### src/rtl/ex_operand_stage_pkg.sv
// Shared constants and types for the ID/EX operand stage and its forwarding helpers.
package ex_operand_stage_pkg;

  localparam int unsigned SIZE_DEFAULT    = 32;
  localparam int unsigned REGADDR_DEFAULT = 5;
  localparam int unsigned ZERO_REG        = 0;

  typedef enum logic {
    EMPTY = 1'b0,
    FULL  = 1'b1
  } stageStateT;

endpackage

### src/rtl/ex_operand_stage_forward_select.sv
// Combinational operand forwarding: x0, then EX/MEM (non-load), then MEM/WB, then register file.
module forward_select
  import ex_operand_stage_pkg::*;
#(
  parameter int unsigned SIZE    = SIZE_DEFAULT,
  parameter int unsigned REGADDR = REGADDR_DEFAULT
) (
  input  logic [REGADDR-1:0] addr,
  input  logic [SIZE-1:0]    rfData,
  input  logic               memValid,
  input  logic               memIsLoad,
  input  logic [REGADDR-1:0] memRd,
  input  logic [SIZE-1:0]    memData,
  input  logic               wbValid,
  input  logic [REGADDR-1:0] wbRd,
  input  logic [SIZE-1:0]    wbData,
  output logic [SIZE-1:0]    fwdData
);

  // The younger EX/MEM result wins over MEM/WB; a load in EX/MEM has no data yet.
  always_comb begin
    fwdData = rfData;
    if (addr == REGADDR'(ZERO_REG)) begin
      fwdData = '0;
    end else if (memValid && !memIsLoad && (memRd == addr)) begin
      fwdData = memData;
    end else if (wbValid && (wbRd == addr)) begin
      fwdData = wbData;
    end
  end

endmodule

### src/rtl/ex_operand_stage.sv
// ID/EX pipeline register feeding the arithmeticUnit: handshake, operand forwarding,
// immediate selection and load-use hazard stall.
module ex_operand_stage
  import ex_operand_stage_pkg::*;
#(
  parameter int unsigned SIZE    = SIZE_DEFAULT,
  parameter int unsigned REGADDR = REGADDR_DEFAULT
) (
  input  logic               clk,
  input  logic               reset,
  input  logic               inValid,
  output logic               inReady,
  input  logic [REGADDR-1:0] rs1Addr,
  input  logic [REGADDR-1:0] rs2Addr,
  input  logic [SIZE-1:0]    rs1Data,
  input  logic [SIZE-1:0]    rs2Data,
  input  logic [SIZE-1:0]    immediate,
  input  logic               useImm,
  input  logic               isSub,
  input  logic [REGADDR-1:0] rdAddrIn,
  input  logic               regWriteIn,
  input  logic               memFwdValid,
  input  logic [REGADDR-1:0] memFwdRd,
  input  logic [SIZE-1:0]    memFwdData,
  input  logic               memFwdIsLoad,
  input  logic               wbFwdValid,
  input  logic [REGADDR-1:0] wbFwdRd,
  input  logic [SIZE-1:0]    wbFwdData,
  input  logic               flush,
  output logic               outValid,
  input  logic               outReady,
  output logic [SIZE-1:0]    operandA,
  output logic [SIZE-1:0]    operandB,
  output logic               control,
  output logic [REGADDR-1:0] rdAddrOut,
  output logic               regWriteOut
);

  stageStateT state;
  stageStateT nextState;

  logic            hazard;
  logic            capture;
  logic [SIZE-1:0] fwdA;
  logic [SIZE-1:0] fwdB;
  logic [SIZE-1:0] selB;

  forward_select #(.SIZE(SIZE), .REGADDR(REGADDR)) fwdSelA (
    .addr      (rs1Addr),
    .rfData    (rs1Data),
    .memValid  (memFwdValid),
    .memIsLoad (memFwdIsLoad),
    .memRd     (memFwdRd),
    .memData   (memFwdData),
    .wbValid   (wbFwdValid),
    .wbRd      (wbFwdRd),
    .wbData    (wbFwdData),
    .fwdData   (fwdA)
  );

  forward_select #(.SIZE(SIZE), .REGADDR(REGADDR)) fwdSelB (
    .addr      (rs2Addr),
    .rfData    (rs2Data),
    .memValid  (memFwdValid),
    .memIsLoad (memFwdIsLoad),
    .memRd     (memFwdRd),
    .memData   (memFwdData),
    .wbValid   (wbFwdValid),
    .wbRd      (wbFwdRd),
    .wbData    (wbFwdData),
    .fwdData   (fwdB)
  );

  // rs2 is not a real source when the immediate replaces operand B.
  always_comb begin
    hazard = 1'b0;
    if (memFwdValid && memFwdIsLoad && (memFwdRd != REGADDR'(ZERO_REG))) begin
      hazard = (memFwdRd == rs1Addr) || (!useImm && (memFwdRd == rs2Addr));
    end
  end

  assign outValid = (state == FULL);
  assign inReady  = (!outValid || outReady) && !hazard;
  assign capture  = inValid && inReady;
  assign selB     = useImm ? immediate : fwdB;

  always_ff @(posedge clk or posedge reset) begin
    if (reset) begin
      state <= EMPTY;
    end else begin
      state <= nextState;
    end
  end

  // Flush beats capture; a drain without a new capture empties the stage.
  always_comb begin
    nextState = state;
    if (flush) begin
      nextState = EMPTY;
    end else if (capture) begin
      nextState = FULL;
    end else if (outReady) begin
      nextState = EMPTY;
    end
  end

  always_ff @(posedge clk or posedge reset) begin
    if (reset) begin
      operandA    <= '0;
      operandB    <= '0;
      control     <= 1'b0;
      rdAddrOut   <= '0;
      regWriteOut <= 1'b0;
    end else if (capture) begin
      operandA    <= fwdA;
      operandB    <= selB;
      control     <= isSub && !useImm;
      rdAddrOut   <= rdAddrIn;
      regWriteOut <= regWriteIn;
    end
  end

endmodule

### config.mk
export PLATFORM = sky130hd
export DESIGN_NAME = ex_operand_stage
export DESIGN_NICKNAME = d
export VERILOG_FILES = /design/src/rtl/ex_operand_stage_pkg.sv /design/src/rtl/ex_operand_stage_forward_select.sv /design/src/rtl/ex_operand_stage.sv
export SDC_FILE = /design/constraint.sdc
export NUM_CORES = 1
export LEC_CHECK = 0
export BUFFER_PORTS_ARGS = -buffer_cell sky130_fd_sc_hd__buf_2
export CAP_MARGIN = 10
export CORE_MARGIN = 4
export CORE_UTILIZATION = 43
export CTS_CLUSTER_SIZE = 10
export DETAILED_ROUTE_END_ITERATION = 8
export PLACE_DENSITY = 0.78
export RECOVER_POWER = 50
export SYNTH_ARGS = -nofsm -noshare
export SYNTH_HDL_FRONTEND = slang
export SYNTH_SLANG_ARGS = --single-unit
export TNS_END_PERCENT = 20
### constraint.sdc
create_clock -name clk -period 2.1 [get_ports clk]
set_input_delay 0.21 -clock clk [delete_from_list [all_inputs] [get_ports clk]]
set_output_delay 0.21 -clock clk [all_outputs]
set_load 0.005 [all_outputs]
Word level (Yosys, flattened, before mapping)
Cells that the tools add are included.
{"block": "totals", "reg_bits": 72, "latch_bits": 0, "mem_bits_rw": 0, "rom_bits": 0, "inputBits": 196, "output_inout_bits": 73, "elab_cells": 42, "n_memories": 0}
{"block": "classes", "n_addsub": 0, "mul": 0, "n_div": 0, "magnitude_cmp": 0, "eq_ne": 4, "shifts": 0, "muxes": 11, "n_bitwise": 0, "n_reduce_logical": 21}
{"op": "$mux 32", "count": 7}
{"op": "$eq 5x5->1", "count": 4}
{"op": "$logic_and 1x1->1", "count": 11}
{"op": "$logic_not 5->1", "count": 2}
{"op": "$reduce_bool 5->1", "count": 1}
{"op": "$logic_not 1->1", "count": 4}
{"op": "$mux 1", "count": 4}
{"op": "$reduce_bool 3->1", "count": 1}
{"op": "$logic_or 1x1->1", "count": 2}

Longest topological paths before layout
{"block": "logic_depth", "word_depth": 9, "ltp_mapped": 8, "depth_no_buf": 5}

Modules after synthesis
A second synthesis with hierarchy kept.
{"block": "hier_totals", "hier_cells": 562, "hier_area_um2": 5532.8}
{"mod": "ex_operand_stage", "instances": 1, "cells_each": 210, "area_each_um2": 3373.2, "seq_area_each_um2": 1801.7}
{"mod": "forward_select", "instances": 2, "cells_each": 176, "area_each_um2": 1079.8, "seq_area_each_um2": 0.0}

Worst setup path after synthesis
Ideal clock, no wire load.
{"block": "synth_timing", "kind": "input -> register", "startpoint": "in memFwdRd[0]", "endpoint": "reg rdAddrOut[0]", "setup_time_ps": 128, "arrival_ps": 1740, "required_ps": 1972, "setup_slack_ps": 232, "path_stages": 6, "path_buffers": 2, "cell_sequence": "or3_1 > o311a_1 > buf_2 > a21oi_4 > buf_4 > mux2_1"}
{"block": "synth_via", "elab_chain_len": 7, "elab_cells_between_ends": 10, "classes_between": "eq/ne (2); mux (1); reduce/logical (7)"}
{"element": "start: declaration", "line": "ex_operand_stage.sv:23", "source": "input logic [REGADDR-1:0] memFwdRd,"}
{"element": "$eq 5x5->1", "line": "ex_operand_stage.sv:78", "source": "hazard = (memFwdRd == rs1Addr) || (!useImm && (memFwdRd == rs2Addr));"}
{"element": "$logic_and 1x1->1", "line": "ex_operand_stage.sv:78"}
{"element": "$logic_or 1x1->1", "line": "ex_operand_stage.sv:78"}
{"element": "$mux 1 (*)", "line": "ex_operand_stage.sv:77", "source": "if (memFwdValid && memFwdIsLoad && (memFwdRd != REGADDR'(ZERO_REG))) begin"}
{"element": "$logic_not 1->1 (*)", "line": "ex_operand_stage.sv:83", "source": "assign inReady = (!outValid || outReady) && !hazard;"}
{"element": "$logic_and 1x1->1 (*)", "line": "ex_operand_stage.sv:83"}
{"element": "$logic_and 1x1->1 (*)", "line": "ex_operand_stage.sv:84", "source": "assign capture = inValid && inReady;"}
{"element": "end signal: assignment", "line": "ex_operand_stage.sv:118", "source": "rdAddrOut <= rdAddrIn;"}
{"element": "end: declaration", "line": "ex_operand_stage.sv:35", "source": "output logic [REGADDR-1:0] rdAddrOut,"}
Mark *: on every way between the ends. The rest lies on a longest branch, timed or not.
A chain may end at the register's enable or synchronous reset.

Final worst setup path
{"block": "layout_timing", "startpoint": "in memFwdRd[0]", "endpoint": "out inReady"}
{"block": "layout_via", "elab_chain_len": 6, "elab_cells_between_ends": 9, "classes_between": "eq/ne (2); mux (1); reduce/logical (6)"}
{"element": "$eq 5x5->1", "line": "ex_operand_stage.sv:78"}
{"element": "$logic_and 1x1->1", "line": "ex_operand_stage.sv:78"}
{"element": "$logic_or 1x1->1", "line": "ex_operand_stage.sv:78"}
{"element": "$mux 1 (*)", "line": "ex_operand_stage.sv:77"}
{"element": "$logic_not 1->1 (*)", "line": "ex_operand_stage.sv:83"}
{"element": "$logic_and 1x1->1 (*)", "line": "ex_operand_stage.sv:83"}
{"element": "end: declaration", "line": "ex_operand_stage.sv:12", "source": "output logic inReady,"}
Marked as above.

==> impl_metrics.csv <==
group,metric,value,unit
routing,wl_per_cell,21.7,um
synthesis,synth_area_leaders,"dfrtp_1 32%, a21boi_0 7.7%, o22ai_1 7.1%, nand3_1 5.7%, a2bb2oi_1 4.9%",
power_and_ir_drop,clock_power_share,36.4,%
floorplan,coreArea,0.0128,mm^2
floorplan,start_util,44.4,%
clocking,post_cts_buffers,0,
synthesis,synth_warnings,0,
clocking,cts.clk_slew.worst_paths,0.06,ns
setup_path,startpoint,"memFwdRd[0]",
global_route,grt_pass1_wl,36000,um
setup_path,regToRegSetupSlack,0.38,ns
setup_path,r2r.worst_path.cells,5,
setup_path,crit_path_end,"inReady",
synthesis,ys.flop_type,"dfrtp_1",
final_layout,layout-drive-gt1-share,33.8,%
final_layout,layout.nets,1132,
synthesis,ys_seq_elements,72,
clocking,clkLatencyLatePin,0.33,ns
setup_path,crit_required,1.89,ns
global_route,grt_max_degree,43,
routing,drtPass1Iterations,5,
final_layout,syn_to_final_growth,34.8,%
sta,timing.fmax,0.548,GHz
setup_path,worstPathArrival,1.62,ns
synthesis,synth_cell_type_count,43,
clocking,cts_inserted_buffers,9,
floorplan,dieArea,0.0151,mm^2
placed_design,place_area,0.00734,mm^2
run,cap_violations,0,
setup_path,r2r-end,"regWriteOut",
power_and_ir_drop,powerDensity,646,mW/mm^2
sta,maxSlewViolCount,0,
final_layout,final_common_cell,"buf_2",
placed_design,port_buffers,268,
sta,fin_skew,0.00550,ns
clocking,cts.path.max_buffers,2,
floorplan,die_h,123,um
sta,tightest_slew,1.19,ns
routing,drc,0,
placed_design,gp_congestion,0.917,
clocking,htreeDepth,3,
synthesis,async_reset_ff_share,100,%
routing,drt_iter0_markers,889,
sta,fin_tns_setup,0,ns
sta,final-hold-violation-count,0,
floorplan,pin_count,269,
sta,slew_headroom,20.3,%
clocking,cts_tree,"built",
hold_path,hold_class,"in2reg",
clocking,cts_resized,0,
routing,wl,24200,um
global_route,grt_use_total,30.9,%
synthesis,syn_avg_cell_area,8.14,um^2
sta,period_needed,1.83,ns
setup_path,reg2reg_from,"outValid",
clocking,numClockSinks,72,
routing,viasPerCell,6.21,
routing,vias,6935,
setup_path,crit_path_end_kind,"primary output",
synthesis,synth_top_area_cell,"dfrtp_1",
power_and_ir_drop,power_switching_share,31.3,%
global_route,overflow,0,
floorplan,rows,41,
routing,ant_nets,0,
power_and_ir_drop,pwr-share-seq,34.5,%
sta,finalSetupViolations,0,
floorplan,dieWidth,123,um
power_and_ir_drop,p_sw,1.55,mW
power_and_ir_drop,combPwrFrac,29.1,%
synthesis,netlist.area_leader.share,31.7,%
synthesis,syn_nets,893,
placed_design,hpwl,17700,um
power_and_ir_drop,p_int,3.40,mW
power_and_ir_drop,ir_worst_vdd,0.360,mV
synthesis,yosysSeqAreaShare,31.7,%
synthesis,synth_edf_count,0,
final_layout,seq_area,0.00180,mm^2
sta,finalCritPeriodShare,86.9,%
synthesis,syn_area,0.00568,mm^2
final_layout,multi_input_area,0.00330,mm^2
sta,rsz0062_at_grt,"false",
clocking,root_buffer,"clkbuf_16",
global_route,antenna_found_initial,5,
synthesis,syn_inst,697,
power_and_ir_drop,power.leakage,3.66,nW
final_layout,final_area,0.00765,mm^2
setup_path,critPathMaxFanout,7,
setup_path,critPathKind,"in2out",
global_route,first_global_vias,6687,
final_layout,fillers,1210,
setup_path,critPathLaunchType,"primary input",
final_layout,final_cell_mix,"226 x buf_2, 72 x dfrtp_1, 65 x inv_1",
status,outcome,"completed",
[logic make-up after synthesis]
family          Yosys count  synth area share (%)
compound gates          295                  38.7
simple gates            151                  14.0
flops                    72                  31.7
buf+inv                 152                  11.1
xor+xnor                 20                  3.09
mux                       7                  1.39
[power groups by stage]
stage	clock, mW	combinational [mW]	sequential [mW]
5_1_grt	1.89	1.55	1.72
3_3_place_gp	0	1.43	1.72
4_1_cts	1.82	1.46	1.70
6_report	1.80	1.44	1.70
3_5_place_dp	0	1.45	1.72
2_1_floorplan	0	0.732	1.72
[critical path, stage by stage]
cell	delay, ns
buf_2	0.13
or3_1	0.36
o311a_1	0.38
and2_2	0.30
nor2_1	0.11
buf_2	0.12
[cells in the mapped netlist (all sizes together) (31+ instances only)]
master,number
inv,65
a21boi,64
a31oi,32
a21oi,33
nand2,35
dfrtp,72
o22ai,64
clkbuf,73
a2bb2oi,32
o31ai,31
and3,31
nand3,65
o32ai,32
[state kept, by name, indices dropped and copies added (netlist names)]
signal and count:
operandA 32, operandB 32, rdAddrOut 5, control 1, outValid 1, regWriteOut 1
[final cells by class]
cell class / count / share of cell area, %
Antenna cell: 3 / 0.0981
Sequential cell: 72 / 23.5
Timing Repair Buffer: 315 / 22.8
Clock inverter: 7 / 1.57
Tap cell: 172 / 2.81
Multi-Input combinational cell: 473 / 43.1
Clock buffer: 9 / 2.94
Inverter: 65 / 3.19
[metal layers]
metal | up-vias | part of all wire (%) | wire (um) | track usage, %
met2 | 546 | 49 | 11800 | 52.6
li1 | 3091 | - | - | -
met3 | 70 | 11 | 2640 | 4.98
met5 | - | 0.095 | 23 | 0
met1 | 3224 | 37 | 9020 | 39.4
met4 | 4 | 3.0 | 729 | 11.7
[worst min-delay path by stage]
stage | from | to | slack (ns) | cells after the start
floorplan | rdAddrIn[0] | rdAddrOut[0] | 0.34 | 1
global placement | reset | operandB[15] | 0.26 | 2
detailed placement | reset | operandB[15] | 0.27 | 2
CTS | rdAddrIn[1] | rdAddrOut[1] | 0.09 | 2
global route | rdAddrIn[0] | rdAddrOut[0] | 0.1 | 2
finish | rdAddrIn[1] | rdAddrOut[1] | 0.1 | 2
[metrics by stage]
step	cells	power [mW]	setup slack, ns	hold WS, ns	util [%]
global route	1116	5.16	0.232	0.0988	59.9
finish	1116	4.95	0.275	0.0954	59.9
floorplan	697	2.45	0.0651	0.345	-
detailed placement	1096	3.17	0.0635	0.271	57.5
global placement	1096	3.15	0.155	0.260	57.5
CTS	1113	4.97	0.280	0.0872	60.3
[repair_timing]
action,4_1_cts,5_1_grt
setup endpoints to repair,0,0
hold endpoints to repair,26,0
hold buffers,1,0
(Power assumes the default switching activity.)
